===== config.mk =====
export PLATFORM = sky130hd
export DESIGN_NAME = divisor_seq_8x4
export DESIGN_NICKNAME = d
export VERILOG_FILES = /design/src/rtl/divisor_pkg.sv /design/src/rtl/divisor_seq_8x4_div_step.sv /design/src/rtl/divisor_seq_8x4.sv
export SDC_FILE = /design/constraint.sdc
export NUM_CORES = 1
export LEC_CHECK = 0
export ABC_AREA = 0
export BUFFER_PORTS_ARGS = -buffer_cell sky130_fd_sc_hd__buf_2
export CAP_MARGIN = 20
export CELL_PAD_IN_SITES_DETAIL_PLACEMENT = 0
export CELL_PAD_IN_SITES_GLOBAL_PLACEMENT = 1
export CORE_MARGIN = 3
export CORE_UTILIZATION = 39
export DETAILED_ROUTE_END_ITERATION = 12
export HOLD_SLACK_MARGIN = 0.15
export PLACE_DENSITY_LB_ADDON = 0.1
export SYNTH_ARGS = -nofsm -noshare
export SYNTH_HDL_FRONTEND = slang
export SYNTH_SLANG_ARGS = --single-unit

===== constraint.sdc =====
create_clock -name clk -period 2.6 [get_ports clk]
set_input_delay 0.39 -clock clk [delete_from_list [all_inputs] [get_ports clk]]
set_output_delay 0.39 -clock clk [all_outputs]
set_load 0.01 [all_outputs]

===== src/rtl/divisor_pkg.sv =====
// Shared types and constants for the sequential restoring divider.
// Holds the FSM state encoding, default widths and the divide-by-zero quotient.
package divisor_pkg;

  localparam int DW_DEF = 8;
  localparam int VW_DEF = 4;

  function automatic int cnt_w(input int n);
    return (n > 1) ? $clog2(n) : 1;
  endfunction

  localparam int CNT_W = cnt_w(DW_DEF);

  localparam logic [DW_DEF-1:0] QUOT_DIV0 = '1;

  typedef enum logic [1:0] {
    IDLE,
    CALC,
    DONE
  } state_t;

endpackage


===== src/rtl/divisor_seq_8x4_div_step.sv =====
// One combinational restoring-division step.
// Shifts in the next dividend bit and keeps the trial difference if it fits.
module div_step
  import divisor_pkg::*;
#(
  parameter int VW = VW_DEF
) (
  input  logic [VW:0]   rem_in,
  input  logic          bit_in,
  input  logic [VW-1:0] divisor,
  output logic [VW:0]   rem_out,
  output logic          q_bit
);

  logic [VW+1:0] shifted;
  logic [VW:0]   trial;

  assign shifted = {rem_in, bit_in};
  assign trial   = shifted[VW:0] - {1'b0, divisor};
  assign q_bit   = (shifted >= {2'b00, divisor});
  assign rem_out = q_bit ? trial : shifted[VW:0];

endmodule


===== src/rtl/divisor_seq_8x4.sv =====
// Iterative restoring divider, DW iterations per result, start/done handshake.
// Optional DIVISOR_SELFCHECK_EN adds chk_err: q*d+r is compared with the dividend.
module divisor_seq_8x4
  import divisor_pkg::*;
#(
  parameter int DW = DW_DEF,
  parameter int VW = VW_DEF
) (
  input  logic          clk,
  input  logic          rst,
  input  logic          start,
  input  logic [DW-1:0] dividend,
  input  logic [VW-1:0] divisor,
  output logic          busy,
  output logic          done,
  output logic [DW-1:0] quotient,
  output logic [VW-1:0] remainder,
  output logic          div_by_zero
`ifdef DIVISOR_SELFCHECK_EN
  ,
  output logic          chk_err
`endif
);

  localparam int CW = cnt_w(DW);

  state_t        state, state_nx;
  logic          accept;
  logic [CW-1:0] cnt;
  logic [DW-1:0] q;
  logic [VW-1:0] dvs;
  logic [VW:0]   rem, rem_nx;
  logic          q_bit;
  logic          div0;
  logic          zero_dvs;

  assign zero_dvs = (dvs == '0);

  div_step #(.VW(VW)) u_step (
    .rem_in  (rem),
    .bit_in  (q[DW-1]),
    .divisor (dvs),
    .rem_out (rem_nx),
    .q_bit   (q_bit)
  );

  // State register.
  always_ff @(posedge clk or posedge rst) begin
    if (rst) state <= IDLE;
    else     state <= state_nx;
  end

  // Next-state logic and start acceptance.
  always_comb begin
    state_nx = state;
    accept   = 1'b0;
    unique case (state)
      IDLE: begin
        if (start) begin
          accept   = 1'b1;
          state_nx = CALC;
        end
      end
      CALC: begin
        if (zero_dvs || cnt == '0) state_nx = DONE;
      end
      DONE: begin
        if (start) begin
          accept   = 1'b1;
          state_nx = CALC;
        end else begin
          state_nx = IDLE;
        end
      end
      default: state_nx = IDLE;
    endcase
  end

`ifdef DIVISOR_SELFCHECK_EN
  logic [DW-1:0]    dvd_cap;
  logic             chk_q;
  logic [DW+VW-1:0] recon;
  logic             chk_now;

  assign recon = (DW+VW)'(q) * (DW+VW)'(dvs)
               + (DW+VW)'(rem[VW-1:0]);
  assign chk_now = !zero_dvs && (recon != (DW+VW)'(dvd_cap));

  // Captured dividend and held check result.
  always_ff @(posedge clk or posedge rst) begin
    if (rst) begin
      dvd_cap <= '0;
      chk_q   <= 1'b0;
    end else if (accept) begin
      dvd_cap <= dividend;
      chk_q   <= 1'b0;
    end else if (state == DONE) begin
      chk_q   <= chk_now;
    end
  end

  assign chk_err = (state == DONE) ? chk_now : chk_q;
`endif

  // Datapath: operand capture, per-step shift, divide-by-zero result.
  always_ff @(posedge clk or posedge rst) begin
    if (rst) begin
      q    <= '0;
      dvs  <= '0;
      rem  <= '0;
      cnt  <= '0;
      div0 <= 1'b0;
    end else if (accept) begin
      q    <= dividend;
      dvs  <= divisor;
      rem  <= '0;
      cnt  <= CW'(DW - 1);
      div0 <= 1'b0;
    end else if (state == CALC) begin
      if (zero_dvs) begin
        q    <= '1;
        rem  <= '0;
        div0 <= 1'b1;
      end else begin
        q    <= {q[DW-2:0], q_bit};
        rem  <= rem_nx;
        cnt  <= cnt - 1'b1;
      end
    end
  end

  assign busy        = (state == CALC);
  assign done        = (state == DONE);
  assign quotient    = q;
  assign remainder   = rem[VW-1:0];
  assign div_by_zero = div0;

endmodule


==> results.txt, run 1 <==
- Hold Worst Slack: 0.212 ns
* Largest clock skew in the final design: roughly 0.0098 ns
* Clock tree from TritonCTS: yes
- Final critical-path setup slack: 0.577 ns
* Flops & latches, synth: 23
- The Yosys step of the flow raised 0 warnings.
- The count of cells in the finished layout, fillers not included, comes to between 200 and 250.
- Critical path's slowest cell: sky130_fd_sc_hd__dfrtp_1
- From left edge to right edge, the die measures 63.0 um.
* Root Buffer: sky130_fd_sc_hd__clkbuf_4
- For this design the top-level I/O count stands at 30.
- DIE HEIGHT: roughly 63 um
- Buffers from clock root to sink, at most: 2
* Yosys cell types: 38
* Cells resized by post-CTS repair: 0
* Pin count of the biggest net entering global routing: 24
- Prior to clock tree synthesis, the placed netlist has a worst setup slack of 0.615 ns.
- RSZ-0062 raised after global routing: no
* Category of the worst setup path launch point: register
- Power spread over the standard cell area amounts to 1500 mW/mm2.
- Global-route wire length before repair: between 5000 and 6000 um
* Total vias in the final route: around 1,100
- The flow ran to the end, and the final reports show no timing, DRC or antenna violations.
* First-iteration detailed-routing DRC count: between 50 and 60
- The total area inside the core boundary comes to 0.00308 mm2.
- Setup violations remaining at the end of the flow were counted as 0.
- For this run, the detailed router's first-pass iteration total came to 4.
- Worst path required time: approximately 2.8 ns
* Initial antenna violation count: 0
- DRC Markers: 0
- Ant diodes: 0
- By startpoint and endpoint, the worst setup path is classified as reg -> reg.
- Vias in the first global route: ~1,000
* Clock Latency Late Sink: between 0.3 and 0.4 ns
* Mapped Area: approximately 0.0013 mm2
- After synthesis, flip-flops and latches occupy 45.5% of the total area.
* Maximum fanout along the worst path: 4
* Worst supply voltage drop on vdd: about 0.58 mV
* Number of buffers added on ports: 29
- The final critical path takes up 77.8% of the cycle.
- At the worst endpoint, the arrival time is approximately 2.2 ns.
* Async set or reset register ratio after synthesis: 100%
- The count of nets left with antenna violations once routing finished came out at 0.
* Most frequent standard cell in the layout excluding fill and tap cells: sky130_fd_sc_hd__buf_2
- Hold_buf cts: 0
- Hpwl dp: between 2000 and 2500 um
* Fillers: around 320
- H-tree depth: 1
- Max Clock Freq: between 400 and 500 MHz
* Mean Syn Cell Area: ~9 um2
- Post-Synthesis Cells: around 140
- DR WL/cell: between 10 and 15 um
* Final TNS setup: 0 ns
- The synthesized design contains 0 enable-type register cells.
- Ratio of cells with drive above 1 in the final layout: between 20% and 30%
- At the pin with the least slew margin, the transition time is approximately 0.84 ns.
- Endpoint kind of the worst setup timing path: register
- Gr usage total: around 16%
- Routed wire length: roughly 2800 um
- Full die area: 0.00396 mm2
- Including well taps, the total number of placed cells is around 200.
* Post-CTS setup repair buffer count: 0
- Buffers inserted during clock tree synthesis total 3.
* Clk sinks: 23
- Commonest cells after routing, fill and taps aside: sky130_fd_sc_hd__buf_2, sky130_fd_sc_hd__dfrtp_1, sky130_fd_sc_hd__nand2_1
* Relative slew slack: a little over two fifths
- Max Cap Viol: 0
* Hold violation count in the final report: 0
* Hold WC Path Type: in -> async
- The total count of max-transition violations in the final report came to 0.
- The analysis attributes to cell leakage a power of approximately 0.00069 uW.
- Final #Nets: ~190
- Initial core utilization: between 40% and 50%
* Longest individual stage delay on the worst path: 0.42 ns
- The floorplan has 20 rows.
- Global routing finished with a remaining overflow of 0.
- Weighted congestion at the end of routability-driven global placement: approximately 0.87
* Clock transition at the register clock pins on the worst setup and hold paths after CTS: around 0.14 ns
- Cell-by-cell trace of the critical path: inv_1 > ha_1 > fa_1 > nand2b_1 > a21oi_1 > o21ai_0 > a32o_1
- Minimum clock period after layout: 2.02 ns
- Post-Synthesis Net Count: between 150 and 200
- Among all flip-flop cells after synthesis, the most frequent one is sky130_fd_sc_hd__dfrtp_1.
- Area added between synthesis and finish: 14.5%
- Using the TritonRoute via totals, the vias-per-cell ratio works out to between 5 and 6.
[Yosys cell counts, drive strengths merged (2+ instances only)]
master   n  area [um2]
a21oi   12        60.1
and2     2        15.0
buf      7        53.8
clkbuf   4        15.0
dfrtp   23         576
ha       6        75.1
inv      9        33.8
nand2   16        62.6
nand2b   2        12.5
nand3    2        10.0
nand4    3        18.8
nor2    14        52.6
nor2b    2        12.5
nor3     2        15.0
nor4     2        12.5
o21ai   17        85.1
[per-stage QoR]
stage / instance area [um2] / total power [uW] / util (%)
after floorplan: 1260 / 1700 / -
after global placement: 1420 / 1990 / 46.1
after detailed placement: 1420 / 2010 / 46.1
after CTS: 1450 / 2190 / 47.1
after global routing: 1450 / 2420 / 47.1
final: 1450 / 2170 / 47.1
[worst paths after layout]
kind | from | end | slack (ns) | cells after the start
setup reg to reg | quotient[7] | rem[1] | 0.58 | 7
setup / recovery | quotient[7] | rem[1] | 0.58 | 7
min in group clk | divisor[1] | dvs[1] | 0.27 | 3
hold reg to reg | cnt[0] | cnt[0] | 0.50 | 1
max in group asynchronous | rst | quotient[6] | 1.87 | 2
hold / removal | rst | quotient[1] | 0.21 | 2
[logic make-up (layout without fill, tap and decap cells)]
| group | after synthesis | count (layout) | synth area share [%] |
|---|---|---|---|
| flops | 23 | 23 | 45.5 |
| simple gates | 49 | 49 | 19.3 |
| mux | 1 | 1 | 0.890 |
| buf+inv | 20 | 45 | 8.11 |
| xor+xnor | 1 | 1 | 0.693 |
| fa+ha+maj | 7 | 7 | 7.52 |
| compound gates | 38 | 38 | 18.0 |
[layer usage]
layer,wire (um),part of all wire (%),up-vias,GRT usage (%)
met1,1330,47,502,22.2
met4,29,1.0,0,3.31
met5,0,0,-,0
met2,1320,47,24,24.2
li1,-,-,522,-
met3,113,4.0,4,4.86
[power breakdown]
part	internal, uW	switching [uW]
sequential	546	141
clock	58.7	113
combinational	538	775
[final cells by class]
class / count / area (um2) / area share [%]
clock buffers: 3 / 22.5 / 1.55
clock inverters: 1 / 7.51 / 0.518
inverters: 9 / 33.8 / 2.33
multi-input cells: 96 / 587 / 40.5
flip-flops and latches: 23 / 576 / 39.7
well taps: 44 / 55.1 / 3.80
repair buffers: 32 / 168 / 11.6
[registers in the layout, indices dropped and copies added (netlist names)]
name         cells
quotient         8
rem              5
dvs              4
cnt              3
state            2
div_by_zero      1
[critical path, delay by kind of cell (launching register included)]
kind	cells	cell delay [ns]
adder cells (fa/ha/maj)	2	0.58
buffers and inverters	1	0.06
AO/OA/AOI/OAI	3	0.67
AND/OR/NAND/NOR	1	0.19
flip-flops	1	0.42
Power figures use the tool's default switching activity.
==> run 2, diff against run 1 <==
--- a/config.mk
+++ b/config.mk
@@ -11,7 +11,7 @@
 export CELL_PAD_IN_SITES_DETAIL_PLACEMENT = 0
 export CELL_PAD_IN_SITES_GLOBAL_PLACEMENT = 1
 export CORE_MARGIN = 3
-export CORE_UTILIZATION = 39
+export CORE_UTILIZATION = 35
 export DETAILED_ROUTE_END_ITERATION = 12
 export HOLD_SLACK_MARGIN = 0.15
 export PLACE_DENSITY_LB_ADDON = 0.1
==> constraint.sdc (replaced) <==
create_clock -name clk -period 1.7 [get_ports clk]
set_input_delay 0.255 -clock clk [delete_from_list [all_inputs] [get_ports clk]]
set_output_delay 0.255 -clock clk [all_outputs]
set_load 0.01 [all_outputs]
==> run 2 against run 1 <==
The run now ends with setup timing left. Worst hold slack worse by 0.037 ns. Critical path depth is 1 lower. Setup slack worse by 0.64 ns. Sequential share of layout area is 4.3 points lower. Fmax is 15% higher. Total power is 78% higher. Die area is 10% higher. Flip-flop and latch count stayed put. Non-clock buffer count is 15 higher. Critical endpoint is now rem[3].
==> results.txt, run 2 (synthesis gave the netlist of run 1 again) <==
- The flow ran to the end, but the final reports show violations.
- The final reports fail on setup timing.
- First-iteration detailed-routing DRC count: 59 (+9.3%)
- Clock transition at the register clock pins on the worst setup and hold paths after CTS: 0.14 ns (about the same)
* Root Buffer: sky130_fd_sc_hd__clkbuf_4
- Final Max Tran Viols: 0 (unchanged)
- Longest individual stage delay on the worst path: 0.42 ns (about the same)
* Hold violation count in the final report: 0 (unchanged)
- Ant diodes: 0 (unchanged)
- The buffer levels on the longest clock path came to 2 (unchanged).
- The routed wirelength normalized by instance count came to 13.7 um (+1.8%).
- Cell-by-cell trace of the critical path: ha_2 > fa_2 > nand2b_4 > a21o_4 > a41oi_2 > o31ai_2
- Overflow after GRT: 0 (unchanged)
- The final weighted congestion in routability-driven placement is 0.916 (+5.6%).
- The initial antenna violation count is 0 (unchanged).
- The overall power of the completed layout is 3870 uW (+78%).
* Final TNS setup: -0.186 ns (-0.186 ns)
- The remaining number of nets flagged by the antenna check after routing is 0 (unchanged).
- The number of DRC violations after detailed routing was 0 (unchanged).
- The count of placed standard cells in the final layout, fillers left out is 225 (+8.2%).
* Clock buffers created by TritonCTS: 3 (unchanged)
* Endpoint kind of the worst setup timing path: register
* Worst supply voltage drop on vdd: 0.776 mV (+35%)
* Relative slew slack: 74.7% (+31 points)
* Max Clock Freq: 567 MHz (+15%)
- The number of placement rows is 21 (+5.0%).
* Clk sinks: 23 (unchanged)
- Total vias in the final route: 1,114 (+5.9%)
- H-tree depth: 1 (unchanged)
- The worst hold path belongs to the class in -> reg.
- STA classifies the critical path startpoint as a register.
- The number of vias per cell is 4.95 (-2.1%).
* Sum of buffers and inverters on the critical path: 0 (-1)
- Cell area reported after detailed placement: 0.00151 mm2 (+6.1%)
* Hpwl dp: 2280 um (+6.2%)
* Standby leakage power: 0.000772 uW (+12%)
* Path type of the worst setup path: reg -> reg
- Initial core utilization: 37.0% (-4.1 points)
- CP arrival: 1.97 ns (-0.27 ns)
- Final #Nets: 202 (+8.0%)
- The top-level port count is 30 (unchanged).
- Power density over the cells: 2380 mW/mm2 (+59%)
- Maximum fanout along the worst path: 5 (+1)
* Overall die width: 66.1 um (+5.0%)
- The floorplan die area is 0.00437 mm2 (+10%).
* Global-route wire length before repair: 5060 um (+1.1%)
- Minimum clock period after layout: 1.76 ns (-0.261 ns)
* Area added between synthesis and finish: 28.5%
* DRT Pass-1 Iters: 4 (unchanged)
* Placed cells: 214 (+4.9%)
* Critical path's slowest cell: sky130_fd_sc_hd__dfrtp_1
- Kind of cell adding the most delay to the critical path: compound AO/OA/AOI/OAI gates
* Most frequent standard cell in the layout excluding fill and tap cells: sky130_fd_sc_hd__buf_2
* RSZ-0062 raised after global routing: yes
- Clock tree from TritonCTS: yes
- The final cell area excluding filler cells is 0.00163 mm2 (+12%).
- The transition time at the pin with the least slew margin was 0.378 ns (-0.463 ns).
* Number of buffers added on ports: 29 (unchanged)
- In the layout the commonest cells are sky130_fd_sc_hd__buf_2, sky130_fd_sc_hd__dfrtp_1, sky130_fd_sc_hd__nand2_1.
* Max FFs per register: 8 (unchanged)
* Max Cap Viol: 0 (unchanged)
* DIE HEIGHT: 66.1 um (+5.0%)
- The number of global-route vias before repair was 1,058 (+1.6%).
- Worst path required time: 1.91 ns (-0.90 ns)
- The clock latency at the later pin of the worst-skew pair is 0.32 ns (about the same).
* Final critical-path setup slack: -0.0622 ns (-0.639 ns)
- The share of the clock period used by the worst path was 104% (+26 points).
- Fillers: 354 (+10%)
- The overall routed net length was 3080 um (+10%).
- The pin count of the biggest net entering global routing is 24 (unchanged).
* Final setup viols: 4 (+4)
- The overall fraction of global-route tracks in use is 14.9% (-0.98 points).
* Placeable core area: 0.00342 mm2 (+11%)
* Largest clock skew in the final design: 0.00716 ns (-0.00262 ns)
* Hold Worst Slack: 0.175 ns (-0.0368 ns)
* Ratio of cells with drive above 1 in the final layout: 36.3% (+11 points)
==> run 2: cell type report <==
type | instances | area, um2 | share of cell area, %
Clock buffer | 3 | 22.5 | 1.39
Clock inverter | 1 | 5.00 | 0.308
Inverter | 9 | 33.8 | 2.08
Multi-Input combinational cell | 96 | 641 | 39.4
Sequential cell | 23 | 576 | 35.4
Tap cell | 46 | 57.6 | 3.54
Timing Repair Buffer | 47 | 290 | 17.9
==> run 2: stage by stage <==
step / util (%) / worst slack, ns
final: 47.6 / -0.0622
after global routing: 47.6 / -0.144
after CTS: 46.1 / -0.00354
after detailed placement: 44.1 / -0.0604
after global placement: 44.1 / 0.0000500
after floorplan: - / 0.0154
==> run 2: worst paths after layout <==
kind	from	to	slack [ns]	depth (start not counted)
max	dvs[0]	rem[3]	-0.06	6
min in group asynchronous	rst	div_by_zero	0.50	4
max reg2reg	dvs[0]	rem[3]	-0.06	6
min reg2reg	cnt[0]	cnt[0]	0.51	1
min	divisor[0]	dvs[0]	0.18	2
max in group asynchronous	rst	rem[0]	0.96	4
==> run 2: timing repair <==
item / 4_1_cts / 5_1_grt
endpoints found under the setup margin: 4 / 7
hold buffers: 4 / 0
endpoints found under the hold margin: 26 / 0
pin swaps: 5 / 6
setup buffers: 0 / 3
cloned: 0 / 0
gates resized for setup: 2 / 7
==> run 2: power by group <==
| part | switching (uW) | internal [uW] | leakage (uW) | total [uW] |
|---|---|---|---|---|
| registers | 180 | 834 | 0.000279 | 1010 |
| logic | 1420 | 1160 | 0.000475 | 2590 |
| clock network | 183 | 88.0 | 0.0000177 | 271 |
| total | 1780 | 2090 | 0.000772 | 3870 |
==> run 2: layer usage <==
layer	vias up	global-route usage (%)	wire length [um]
li1	555	-	-
met1	540	21.1	1500
met2	17	23.2	1450
met3	2	3.06	110
met4	0	3.81	15
met5	-	0	0
